<file path="src/rtl/hdb3_encoder.sv">
`default_nettype none
// ============================================================================
//  Module      : hdb3_encoder
//  Description : Serial HDB3 line encoder. Accepts one NRZ bit per enabled
//                clock and emits the dual-rail HDB3 symbol stream, replacing
//                each run of four zeros with 000V or B00V while keeping
//                alternate-mark polarity.
//  Ports       : i_clk    - clock, all logic on the rising edge
//                i_rst_n  - synchronous active-low reset
//                i_en     - bit strobe; pipeline advances only when high
//                i_data   - NRZ input bit
//                o_pos    - positive-rail pulse of the current symbol
//                o_neg    - negative-rail pulse of the current symbol
//                o_valid  - one-cycle strobe per emitted symbol
//                o_v      - current symbol is a violation pulse
//                o_b      - current symbol is a balancing pulse
//  Revision    : 1.0 - initial release
// ============================================================================
module hdb3_encoder #(
    parameter logic INIT_POL = 1'b0  // 0: notional last pulse was negative
) (
    input  logic i_clk,
    input  logic i_rst_n,
    input  logic i_en,
    input  logic i_data,
    output logic o_pos,
    output logic o_neg,
    output logic o_valid,
    output logic o_v,
    output logic o_b
);

    // Symbol codes held in the four-stage look-ahead buffer
    localparam logic [1:0] c_SYM_ZERO = 2'd0;
    localparam logic [1:0] c_SYM_ONE  = 2'd1;
    localparam logic [1:0] c_SYM_B    = 2'd2;
    localparam logic [1:0] c_SYM_V    = 2'd3;

    localparam logic [2:0] c_FILL_FULL = 3'd4;

    logic [1:0] r_s0;
    logic [1:0] r_s1;
    logic [1:0] r_s2;
    logic [1:0] r_s3;
    logic [1:0] r_zcnt;      // consecutive real input zeros, 0..3
    logic       r_par;       // parity of marks entered since the last V
    logic       r_lastpol;   // polarity of last emitted pulse (1 = positive)
    logic [2:0] r_fill;      // accepted bits, saturating at 4

    logic [1:0] w_s0_next;
    logic [1:0] w_zcnt_next;
    logic       w_par_next;
    logic       w_b_insert;

    logic       w_mark;
    logic       w_viol;
    logic       w_pol;
    logic       w_lastpol_next;
    logic       w_fill_full;

    // Input classification. When the fourth zero arrives the V enters s0 and,
    // on an even mark count, the first zero of the run (currently in s2) is
    // rewritten to B on its way into s3, so B always leads V by three slots.
    always_comb begin
        w_s0_next   = c_SYM_ZERO;
        w_zcnt_next = r_zcnt;
        w_par_next  = r_par;
        w_b_insert  = 1'b0;
        if (i_data) begin
            w_s0_next   = c_SYM_ONE;
            w_zcnt_next = 2'd0;
            w_par_next  = ~r_par;
        end else if (r_zcnt == 2'd3) begin
            w_s0_next   = c_SYM_V;
            w_zcnt_next = 2'd0;
            w_par_next  = 1'b0;
            w_b_insert  = ~r_par;
        end else begin
            w_s0_next   = c_SYM_ZERO;
            w_zcnt_next = r_zcnt + 2'd1;
        end
    end

    // Output decode from the oldest buffered symbol. Marks (ONE and B)
    // alternate polarity; V deliberately repeats the previous polarity.
    always_comb begin
        w_mark         = (r_s3 == c_SYM_ONE) || (r_s3 == c_SYM_B);
        w_viol         = (r_s3 == c_SYM_V);
        w_pol          = w_viol ? r_lastpol : ~r_lastpol;
        w_lastpol_next = w_mark ? ~r_lastpol : r_lastpol;
        w_fill_full    = (r_fill == c_FILL_FULL);
    end

    always_ff @(posedge i_clk) begin
        if (!i_rst_n) begin
            r_s0      <= c_SYM_ZERO;
            r_s1      <= c_SYM_ZERO;
            r_s2      <= c_SYM_ZERO;
            r_s3      <= c_SYM_ZERO;
            r_zcnt    <= 2'd0;
            r_par     <= 1'b0;
            r_lastpol <= INIT_POL;
            r_fill    <= 3'd0;
            o_pos     <= 1'b0;
            o_neg     <= 1'b0;
            o_valid   <= 1'b0;
            o_v       <= 1'b0;
            o_b       <= 1'b0;
        end else begin
            o_valid <= 1'b0;
            if (i_en) begin
                r_s0   <= w_s0_next;
                r_s1   <= r_s0;
                r_s2   <= r_s1;
                r_s3   <= w_b_insert ? c_SYM_B : r_s2;
                r_zcnt <= w_zcnt_next;
                r_par  <= w_par_next;
                if (!w_fill_full) begin
                    r_fill <= r_fill + 3'd1;
                end
                // Until four real bits are buffered s3 only holds reset
                // filler, which must never reach the line.
                if (w_fill_full) begin
                    o_pos     <= (w_mark || w_viol) && w_pol;
                    o_neg     <= (w_mark || w_viol) && !w_pol;
                    o_v       <= w_viol;
                    o_b       <= (r_s3 == c_SYM_B);
                    o_valid   <= 1'b1;
                    r_lastpol <= w_lastpol_next;
                end else begin
                    o_pos <= 1'b0;
                    o_neg <= 1'b0;
                    o_v   <= 1'b0;
                    o_b   <= 1'b0;
                end
            end
        end
    end

endmodule
`default_nettype wire

</file>
<file path="config.mk">
export PLATFORM = sky130hd
export DESIGN_NAME = hdb3_encoder
export DESIGN_NICKNAME = d
export VERILOG_FILES = /design/src/rtl/hdb3_encoder.sv
export SDC_FILE = /design/constraint.sdc
export NUM_CORES = 1
export LEC_CHECK = 0
export ABC_AREA = 1
export BUFFER_PORTS_ARGS = -buffer_cell sky130_fd_sc_hd__buf_4
export CAP_MARGIN = 5
export CORE_UTILIZATION = 42
export DETAILED_ROUTE_END_ITERATION = 8
export SLEW_MARGIN = 20
export SYNTH_ARGS = -nofsm -noshare
export SYNTH_HDL_FRONTEND = slang
export SYNTH_SLANG_ARGS = --single-unit
</file>
<file path="constraint.sdc">
create_clock -name i_clk -period 1.5 [get_ports i_clk]
set_input_delay 0.075 -clock i_clk [delete_from_list [all_inputs] [get_ports i_clk]]
set_output_delay 0.075 -clock i_clk [all_outputs]
set_load 0.02 [all_outputs]
</file>
# After elaboration in Yosys (flattened, before gate mapping)
# Index checks and enable logic that the tools add are counted.
# word_totals
input_bits	4
elab_cells	48
out_inout_bits	5
register_bits	20
# op_classes
n_eq_ne	5
addsub	2
n_bitwise	3
n_reduce_logical	10
muxes	15
# op_table
op	n
2-to-1 mux 1 bit	10
2-to-1 mux 2 bit	5
equality test 2 bit (second input constant)	3
AND reduction 2 bit	3
adder 3 x 1 -> 3 bit (second input constant)	1
equality test 3 bit (second input constant)	1
inverter 1 bit	3
AND reduction 3 bit	1
adder 2 x 1 -> 2 bit (second input constant)	1
equality test 2 x 1 -> 1 bit (second input constant)	1
logical AND 1 bit	2
logical OR 1 bit	2
nonzero test 2 bit	1
logical NOT 1 bit	1

# Longest topological paths before layout
# Gate-level depths: netlist of the first run.
# logic_depth
word_depth	5
mapped_depth	8
ltp_nobuf	8

# Least setup slack after synthesis of the first run
# OpenSTA, ideal clock, no wires.
# synth_path
kind	reg-to-reg
startpoint	register r_fill[0]
endpoint	register r_fill[0]
required_time_ns	1.384
path_slack_ns	0.437
n_path_buf	0
synth_period_minus_slack_ns	1.063
arrival_ns	0.947
setup_ns	0.116
path_stages_with_launch	7
path_cell_list	dfxtp_1 inv_1 ha_1 nand2_1 nand2_1 o21ai_0 nor2_1
# synth_via
elab_chain_cells	3
word_cells_on_any_way	4
classes_between	1 x add/sub; 1 x eq/ne; 1 x bitwise; 1 x reduce/logical
# synth_rtl
element	line	source
start, declared	48	logic [2:0] r_fill;
start signal, assigned	119	r_fill <= r_fill + 3'd1;
branches (longest 3 deep; another with adder 3 x 1 -> 3 bit)	--	
# Several ways; the timed one is not identified.
# A chain may end at the register's enable or synchronous reset.

# Worst setup path after layout of the first run
# layout_path
startpoint	register r_fill[0]
endpoint	register r_fill[1]
# Same word-level chain as after synthesis.

==> flow_metrics.py, run 1 <==
metrics = {
    "global_route": {
        "gr-total-overflow": 0,
        "grt_pass1_wl_mm": 2.64,
        "antenna_found_initial": 0,
        "grt_use_total": 0.150,
        "grt_max_degree": 12,
        "grt_pass1_vias": 629,
    },
    "routing": {
        "antenna_left": 0,
        "viasPerCell": 4.50,
        "wl_per_cell_microns": 9.80,
        "num_vias": 698,
        "drt-pass1-iter-count": 4,
        "wirelength_mm": 1.52,
        "drc": 0,
        "drt-initial-drc-count": 13,
    },
    "yosys": {
        "syn_avg_cell_area_sq_um": 7.69,
        "synth_area_sq_um": 915,
        "synth_area_leader_cell": "dfxtp_1",
        "synth-seq-area-share": 0.438,
        "synth_nets": 130,
        "yosysTopAreaCellShare": 0.438,
        "synth_warnings": 0,
        "syn_inst": 119,
        "synth.area.top_cells": "dfxtp_1, nand2_1, ha_1",
        "synth_cell_type_count": 18,
        "synth-seq-cells": 20,
    },
    "sta": {
        "min_period_ns": 1.25,
        "finalSetupTns_ns": 0,
        "finClkSkew_ns": 0.00130,
        "setup_viol": 0,
        "setup_ws_ns": 0.251,
        "min_period_over_period": 0.832,
        "relSlewSlack": 0.825,
        "rsz0062_at_grt": "false",
        "drv_slew": 0,
        "finalHoldViolCount": 0,
        "worst_slew_pin_slew_ns": 0.260,
        "fmax_ghz": 0.801,
    },
    "clock_tree": {
        "cts_resized": 0,
        "cts_setup_buffers": 0,
        "numCtsBuffers": 3,
        "hold_buffers": 0,
        "cts_tree": "done",
        "cts-root-buf": "clkbuf_4",
        "clock_latency_ns": 0.29,
        "cts_sinks": 20,
        "clk_path_buf_depth": 2,
        "htree_levels": 1,
        "path_clk_slew_ns": 0.11,
    },
    "worst_setup_path": {
        "critical_path_class": "flop to flop",
        "reg2reg_to": "r_fill[1]",
        "cp_max_fo": 4,
        "endpoint": "r_fill[1]",
        "worstPathRequired_ns": 1.70,
        "start_kind": "flop",
        "reg2reg_slack_ns": 0.25,
        "reg2regPathDepth": 6,
        "crit_path_end_kind": "flop",
        "reg2reg_from": "r_fill[0]",
        "crit_start": "r_fill[0]",
        "crit_arrival_ns": 1.45,
    },
    "pwr": {
        "power_frac_comb": 0.089,
        "peakVddDrop_mv": 0.450,
        "leakage_nw": 0.482,
        "p_switching_w": 0.000216,
        "p_per_area_nw_per_um2": 876,
        "sw_frac_of_total": 0.245,
        "p_int_w": 0.000667,
        "power_frac_seq": 0.628,
        "clkPwrFrac": 0.282,
    },
    "status": {
        "outcome": "completed",
    },
    "finish": {
        "area_growth_pct": 10.3,
        "final_util": 0.504,
        "antenna_cells": 0,
        "fillers": 209,
        "final_area_sq_um": 1010,
        "drive_gt1_frac": 0.156,
        "num-nets-final": 141,
    },
    "floorplan": {
        "die_h_microns": 48.7,
        "start_util": 0.457,
        "rows": 16,
        "coreArea_sq_um": 2000,
        "die_x_microns": 48.7,
        "die-area_sq_um": 2370,
        "ios": 9,
    },
    "placed_design": {
        "placed_area_sq_um": 986,
        "port_buffers": 8,
        "dp_hpwl_mm": 1.16,
        "place_congestion": 0.761,
        "preCtsSetupSlack_ns": 0.254,
    },
    "run": {
        "maxCapViolations": 0,
    },
    "worst_hold_path": {
        "min_path_type": "input port to flop",
    },
}
[Yosys cell counts, drive strengths merged]
cell type	count
nand4	2
ha	7
nand3	7
dfxtp	20
a21oi	3
nor2	13
o21ai	12
o22ai	1
nand2	28
inv	23
buf	2
o21bai	1
[per-layer routing]
metal | part of all wire | global-route usage | vias to the layer above
met3 | 0.031 | 0.0283 | 4
met2 | 0.44 | 0.236 | 11
met5 | 0 | 0 | -
met4 | 0.022 | 0.0882 | 0
met1 | 0.50 | 0.189 | 298
li1 | - | - | 385
[final cells by class]
| class | instances | area, sq um | share of cell area |
|---|---|---|---|
| repair buffers | 8 | 60.1 | 0.0596 |
| clock buffers | 3 | 22.5 | 0.0223 |
| flip-flops and latches | 20 | 400 | 0.397 |
| well taps | 27 | 33.8 | 0.0335 |
| inverters | 23 | 88.8 | 0.0881 |
| multi-input cells | 74 | 403 | 0.400 |
[registers in the layout (all words and copies together) (netlist names)]
name	flops
r_s1	2
r_lastpol	1
o_neg	1
r_s3	2
o_pos	1
o_valid	1
r_s0	2
r_fill	3
r_par	1
o_b	1
o_v	1
r_s2	2
r_zcnt	2
[stage by stage]
step	power, W	hold slack [ns]	instances
after floorplan	0.000629	0.232	119
after global placement	0.000645	0.341	152
after detailed placement	0.000647	0.352	152
after CTS	0.000900	0.0232	155
after global routing	0.000943	0.0365	155
final	0.000883	0.0287	155
[power by group through the flow]
stage,Combinational [W],Sequential (W),Clock [W]
floorplan,0.0000635,0.000565,0
finish,0.0000790,0.000555,0.000249
detailed placement,0.0000796,0.000567,0
global placement,0.0000779,0.000567,0
CTS,0.0000800,0.000555,0.000264
global route,0.0000919,0.000558,0.000293
[worst min path at each step]
stage | endpoint | start | depth (start not counted) | slack, ns
CTS | r_zcnt[0] | i_data | 4 | 0.02
finish | r_zcnt[0] | i_data | 4 | 0.03
global route | r_zcnt[0] | i_data | 4 | 0.04
detailed placement | r_zcnt[0] | i_data | 4 | 0.35
global placement | r_zcnt[0] | i_data | 4 | 0.34
floorplan | r_zcnt[0] | i_data | 3 | 0.23
[worst max-delay path: stages, from the launching register on]
cell     delay (ns)
dfxtp_1        0.37
inv_1          0.07
ha_1           0.22
nand2_1        0.15
nand2_1        0.10
o21ai_0        0.18
nor2_1         0.05
[kinds of logic (layout without fill, tap and decap cells)]
family,Yosys count,after routing,synth area share
adder cells (fa/ha/maj),7,7,0.0958
AO/OA/AOI/OAI,17,17,0.105
flip-flops,20,20,0.438
buffers and inverters,25,34,0.122
AND/OR/NAND/NOR,50,50,0.239
[placed cells by master (no fill, tap or decap), drive strengths merged]
cell / count
a21oi: 3
buf: 8
clkbuf: 3
dfxtp: 20
ha: 7
inv: 23
nand2: 28
nand3: 7
nand4: 2
nor2: 13
o21ai: 12
o21bai: 1
o22ai: 1
No activity file was read; power rests on OpenSTA's default activity.
==> inputs of run 2 (changes only) <==
Clock period 1.5 ns to 1.15 ns, I/O delays scaled along.
==> flow_metrics.py, run 2 (same netlist as run 1, synthesis figures left out) <==
metrics = {
    "status": {
        "outcome": "completed",
    },
    "worst_setup_path": {
        "reg2regPathDepth": 7,
        "cp_max_fo": 3,
        "cpMostUsedCell": "nand2_1",
        "crit_slowest_cell": "dfxtp_2",
        "cp_cell_sequence": "inv_2 -> ha_4 -> nand2_4 -> nor2_4 -> nand2_1 -> nand2_1 -> nor2_1",
        "critical_path_class": "flop to flop",
        "start_kind": "flop",
        "reg2reg_to": "r_lastpol",
        "crit_arrival_ns": 1.27,
        "crit_path_end_kind": "flop",
        "cp_slowest_stage_delay_ns": 0.36,
        "worstPathRequired_ns": 1.35,
        "reg2reg_from": "r_s3[0]",
        "reg2reg_slack_ns": 0.08,
    },
    "worst_hold_path": {
        "hold_end": "r_lastpol",
        "hp-start": "i_rst_n",
        "min_path_type": "input port to flop",
        "hold_depth": 3,
    },
    "finish": {
        "mostFrequentLayoutCells": "nand2_1, dfxtp_1, inv_1",
        "antenna_cells": 0,
        "num-nets-final": 145,
        "largest_reg_flops": 3,
        "final_area_sq_um": 1130,
        "final_util": 0.563,
        "final_common_cell": "nand2_1",
        "regMostFlops": "r_fill",
        "drive_gt1_frac": 0.278,
        "area_growth_pct": 23.3,
    },
    "clock_tree": {
        "htree_levels": 1,
        "cts_tree": "done",
        "cts-root-buf": "clkbuf_4",
        "clk_path_buf_depth": 2,
        "clock_latency_ns": 0.30,
        "cts_sinks": 20,
        "path_clk_slew_ns": 0.12,
        "numCtsBuffers": 3,
    },
    "run": {
        "maxCapViolations": 0,
    },
    "floorplan": {
        "coreArea_sq_um": 2000,
        "rows": 16,
        "die-area_sq_um": 2370,
        "die_x_microns": 48.7,
        "ios": 9,
        "die_h_microns": 48.7,
        "start_util": 0.457,
    },
    "sta": {
        "min_period_over_period": 0.930,
        "relSlewSlack": 0.850,
        "worst_slew_pin_slew_ns": 0.222,
        "min_period_ns": 1.07,
        "finalHoldViolCount": 0,
        "setup_ws_ns": 0.0802,
        "finClkSkew_ns": 0.00812,
        "fmax_ghz": 0.935,
        "drv_slew": 0,
        "setup_viol": 0,
    },
    "routing": {
        "viasPerCell": 4.68,
        "drt-pass1-iter-count": 2,
        "num_vias": 749,
        "drc": 0,
        "drt-initial-drc-count": 5,
        "antenna_left": 0,
        "wl_per_cell_microns": 9.96,
        "wirelength_mm": 1.59,
    },
    "global_route": {
        "gr-total-overflow": 0,
        "grt_max_degree": 13,
        "grt_pass1_vias": 727,
        "antenna_found_initial": 0,
        "grt_use_total": 0.162,
        "grt_pass1_wl_mm": 2.99,
    },
    "pwr": {
        "p_total_w": 0.00142,
        "peakVddDrop_mv": 0.954,
        "leakage_nw": 0.532,
        "p_per_area_nw_per_um2": 1260,
    },
    "placed_design": {
        "preCtsSetupSlack_ns": -0.0664,
        "dp_hpwl_mm": 1.18,
        "placed_area_sq_um": 993,
        "port_buffers": 8,
        "place_congestion": 0.764,
    },
}
run 2: changes by cell type in the layout (fill, tap and decap cells not counted), moves of 2 or more:
cell,before,now
ha_4,0,2
dfxtp_2,0,3
buf_4,8,11
nand2_4,2,4
nand2_1,25,22
inv_2,3,6
inv_1,19,16
dfxtp_1,20,17
ha_1,7,4
run 2: power breakdown:
group	switching [W]	leakage (nW)	total, W	internal (W)
clock	0.000215	0.0279	0.000567	0.000352
combinational	0.0000780	0.341	0.000131	0.0000529
sequential	0.0000129	0.164	0.000725	0.000713
total	0.000306	0.532	0.00142	0.00112
run 2: worst max path at each step:
stage               slack, ns  depth (start not counted)        end      start
floorplan                0.09                          6  r_fill[0]  r_fill[0]
global placement         0.03                          6  r_fill[0]  r_fill[0]
detailed placement      -0.07                          6  r_fill[0]  r_fill[0]
CTS                     0.005                          7  r_fill[0]  r_fill[0]
global route          -0.0006                          7  r_lastpol    r_s3[0]
finish                   0.08                          7  r_lastpol    r_s3[0]
run 2: timing repair:
action / in CTS / in global routing
hold buffers: 1 / 0
cloned: 0 / 0
resized for setup: 5 / 13
buffers inserted: 0 / 2
endpoints found under the setup margin: 4 / 6
pin swaps: 0 / 2
endpoints found under the hold margin: 1 / 0
run 2: cell type report:
type	instances	area (sq um)
Timing Repair Buffer	12	92.6
Inverter	23	88.8
Multi-Input combinational cell	74	455
Fill cell	206	875
Clock inverter	1	30.0
Tap cell	27	33.8
Sequential cell	20	404
Clock buffer	3	22.5
run 2: per-stage QoR:
step / instances / setup TNS [ns] / hold slack [ns]
CTS: 158 / 0 / 0.0508
global route: 160 / -0.000643 / 0.0573
floorplan: 119 / 0 / 0.214
global placement: 153 / 0 / 0.322
detailed placement: 153 / -0.110 / 0.329
finish: 160 / 0 / 0.0655
run 2: critical path: cells and delay by family (launching register included):
| kind | cells | cell delay [ns] |
|---|---|---|
| DFF | 1 | 0.36 |
| and+or+nand+nor | 5 | 0.28 |
| buffers and inverters | 1 | 0.06 |
| adders and majority gates | 1 | 0.26 |
run 2: layer usage:
metal  vias up  global-route usage  routed length, microns
met5         -                   0                       0
met4         0              0.0735                      13
met3         2              0.0377                      45
met2         7               0.266                     767
met1       348               0.200                     766
li1        392                   -                       -
==> inputs of run 3 (changes only) <==
Settings changed: CORE_UTILIZATION 42 to 50, PLACE_DENSITY from default to 0.69.
Clock period 1.15 ns to 1 ns, I/O delays scaled along.
==> flow_metrics.py, run 3 (same netlist as run 1, synthesis figures left out) <==
metrics = {
    "clock_tree": {
        "cts-root-buf": "clkbuf_4",
        "clock_latency_ns": 0.31,
        "numCtsBuffers": 3,
        "clk_path_buf_depth": 2,
        "cts_tree": "done",
        "cts_sinks": 20,
        "htree_levels": 1,
        "path_clk_slew_ns": 0.12,
    },
    "global_route": {
        "gr-total-overflow": 0,
        "grt_pass1_wl_mm": 2.70,
        "grt.busiest_layer": "met2",
        "grt_max_degree": 13,
        "antenna_found_initial": 0,
        "grt_pass1_vias": 683,
        "globalRouteMet1Util": 0.206,
        "grt_use_met2": 0.329,
        "grt_use_total": 0.189,
        "met3_usage": 0.0480,
    },
    "pwr": {
        "leakage_nw": 0.532,
        "sw_frac_of_total": 0.225,
        "power_frac_comb": 0.098,
        "peakVddDrop_mv": 0.854,
        "clkPwrFrac": 0.403,
        "p_switching_w": 0.000376,
        "p_per_area_nw_per_um2": 1490,
        "power_frac_seq": 0.499,
        "p_int_w": 0.00130,
        "p_total_w": 0.00167,
    },
    "worst_setup_path": {
        "cp_slowest_stage_delay_ns": 0.36,
        "cp_cell_sequence": "inv_2 -> ha_4 -> nand2_2 -> nor2_2 -> nand2_1 -> nand2_1 -> nor2_1",
        "reg2regPathDepth": 7,
        "reg2reg_slack_ns": -0.04,
        "cp_max_fo": 2,
        "reg2reg_to": "r_lastpol",
        "critical_path_class": "flop to flop",
        "crit_slowest_cell": "dfxtp_2",
        "crit_arrival_ns": 1.25,
        "cpMostUsedCell": "nand2_1",
        "worstPathRequired_ns": 1.22,
        "start_kind": "flop",
        "reg2reg_from": "r_s3[0]",
        "crit_path_end_kind": "flop",
    },
    "sta": {
        "drv_slew": 0,
        "min_period_ns": 1.04,
        "finClkSkew_ns": 0.00856,
        "setup_viol": 1,
        "min_period_over_period": 1.04,
        "finalHoldViolCount": 0,
        "fmax_ghz": 0.966,
        "worst_slew_pin_slew_ns": 0.216,
        "relSlewSlack": 0.854,
        "setup_ws_ns": -0.0357,
        "rsz0062_at_grt": "true",
    },
    "routing": {
        "drc": 0,
        "wirelength_mm": 1.62,
        "viasPerCell": 4.66,
        "drt-initial-drc-count": 4,
        "drt-pass1-iter-count": 2,
        "wl_per_cell_microns": 10.2,
        "antenna_left": 0,
        "num_vias": 741,
    },
    "finish": {
        "drive_gt1_frac": 0.299,
        "antenna_cells": 0,
        "area_growth_pct": 22.6,
        "mostFrequentLayoutCells": "nand2_1, dfxtp_1, inv_1",
        "largest_reg_flops": 3,
        "regMostFlops": "r_fill",
        "num-nets-final": 146,
        "final_common_cell": "nand2_1",
    },
    "floorplan": {
        "die_x_microns": 44.8,
        "die-area_sq_um": 2000,
        "ios": 9,
        "coreArea_sq_um": 1730,
        "rows": 15,
        "die_h_microns": 44.8,
        "start_util": 0.530,
    },
    "status": {
        "violations": "negative setup slack",
        "outcome": "complete, but fails checks",
    },
    "worst_hold_path": {
        "hold_end": "r_par",
        "hold_depth": 3,
        "hp-start": "i_rst_n",
        "min_path_type": "input port to flop",
    },
    "placed_design": {
        "preCtsSetupSlack_ns": -0.0823,
        "port_buffers": 8,
        "dp_hpwl_mm": 1.22,
        "place_congestion": 0.735,
    },
    "run": {
        "maxCapViolations": 0,
    },
}
[run 3: cell types whose count changed in the layout (fill, tap and decap cells not counted), sizes merged]
cell  delta
buf      +1
[run 3: power groups by stage]
stage,sequential [W],combinational (W),clock (W)
after floorplan,0.000848,0.0000979,0
after global placement,0.000848,0.000134,0
after detailed placement,0.000849,0.000139,0
after CTS,0.000834,0.000163,0.000687
after global routing,0.000837,0.000183,0.000737
final,0.000834,0.000163,0.000674
[run 3: worst max path at each step]
stage	slack [ns]	to	cells past startpoint	start
finish	-0.04	r_lastpol	7	r_s3[0]
global placement	-0.07	r_lastpol	7	r_s3[1]
floorplan	-0.02	r_lastpol	7	r_s3[1]
CTS	-0.04	r_lastpol	7	r_s3[1]
detailed placement	-0.08	r_lastpol	7	r_s3[1]
global route	-0.09	r_lastpol	7	r_s3[1]
[run 3: metrics by stage]
step | instances | util | TNS, ns | area [sq um] | hold WS [ns]
finish | 159 | 0.649 | -0.0357 | 1120 | 0.0364
global route | 159 | 0.649 | -0.356 | 1120 | 0.0347
CTS | 159 | 0.649 | -0.0405 | 1120 | 0.0339
detailed placement | 154 | 0.591 | -0.213 | 1020 | 0.334
global placement | 154 | 0.591 | -0.122 | 1020 | 0.315
floorplan | 119 | - | -0.0311 | 922 | 0.207
[run 3: layout make-up]
cell class	count	area, sq um
Tap cell	25	31.3
Clock buffer	3	22.5
Multi-Input combinational cell	74	443
Timing Repair Buffer	13	100
Clock inverter	1	30.0
Inverter	23	88.8
Fill cell	156	606
Sequential cell	20	405
[run 3: what timing repair did]
action	CTS	global route
setup buffers	0	0
hold endpoints to repair	1	0
gates resized for setup	13	1
endpoints found under the setup margin	4	8
pin swaps	2	0
hold buffers	1	0
[run 3: worst max-delay path, delay by kind of cell, from the launching register on]
kind	cells	cell delay, ns
AND/OR/NAND/NOR	5	0.27
flip-flops	1	0.36
adder cells (fa/ha/maj)	1	0.25
buffers and inverters	1	0.05
[run 3: layer usage]
layer	share of wire	wire length [microns]
met1	0.46	749
met2	0.49	789
met3	0.024	39
met4	0.027	44
met5	0	0
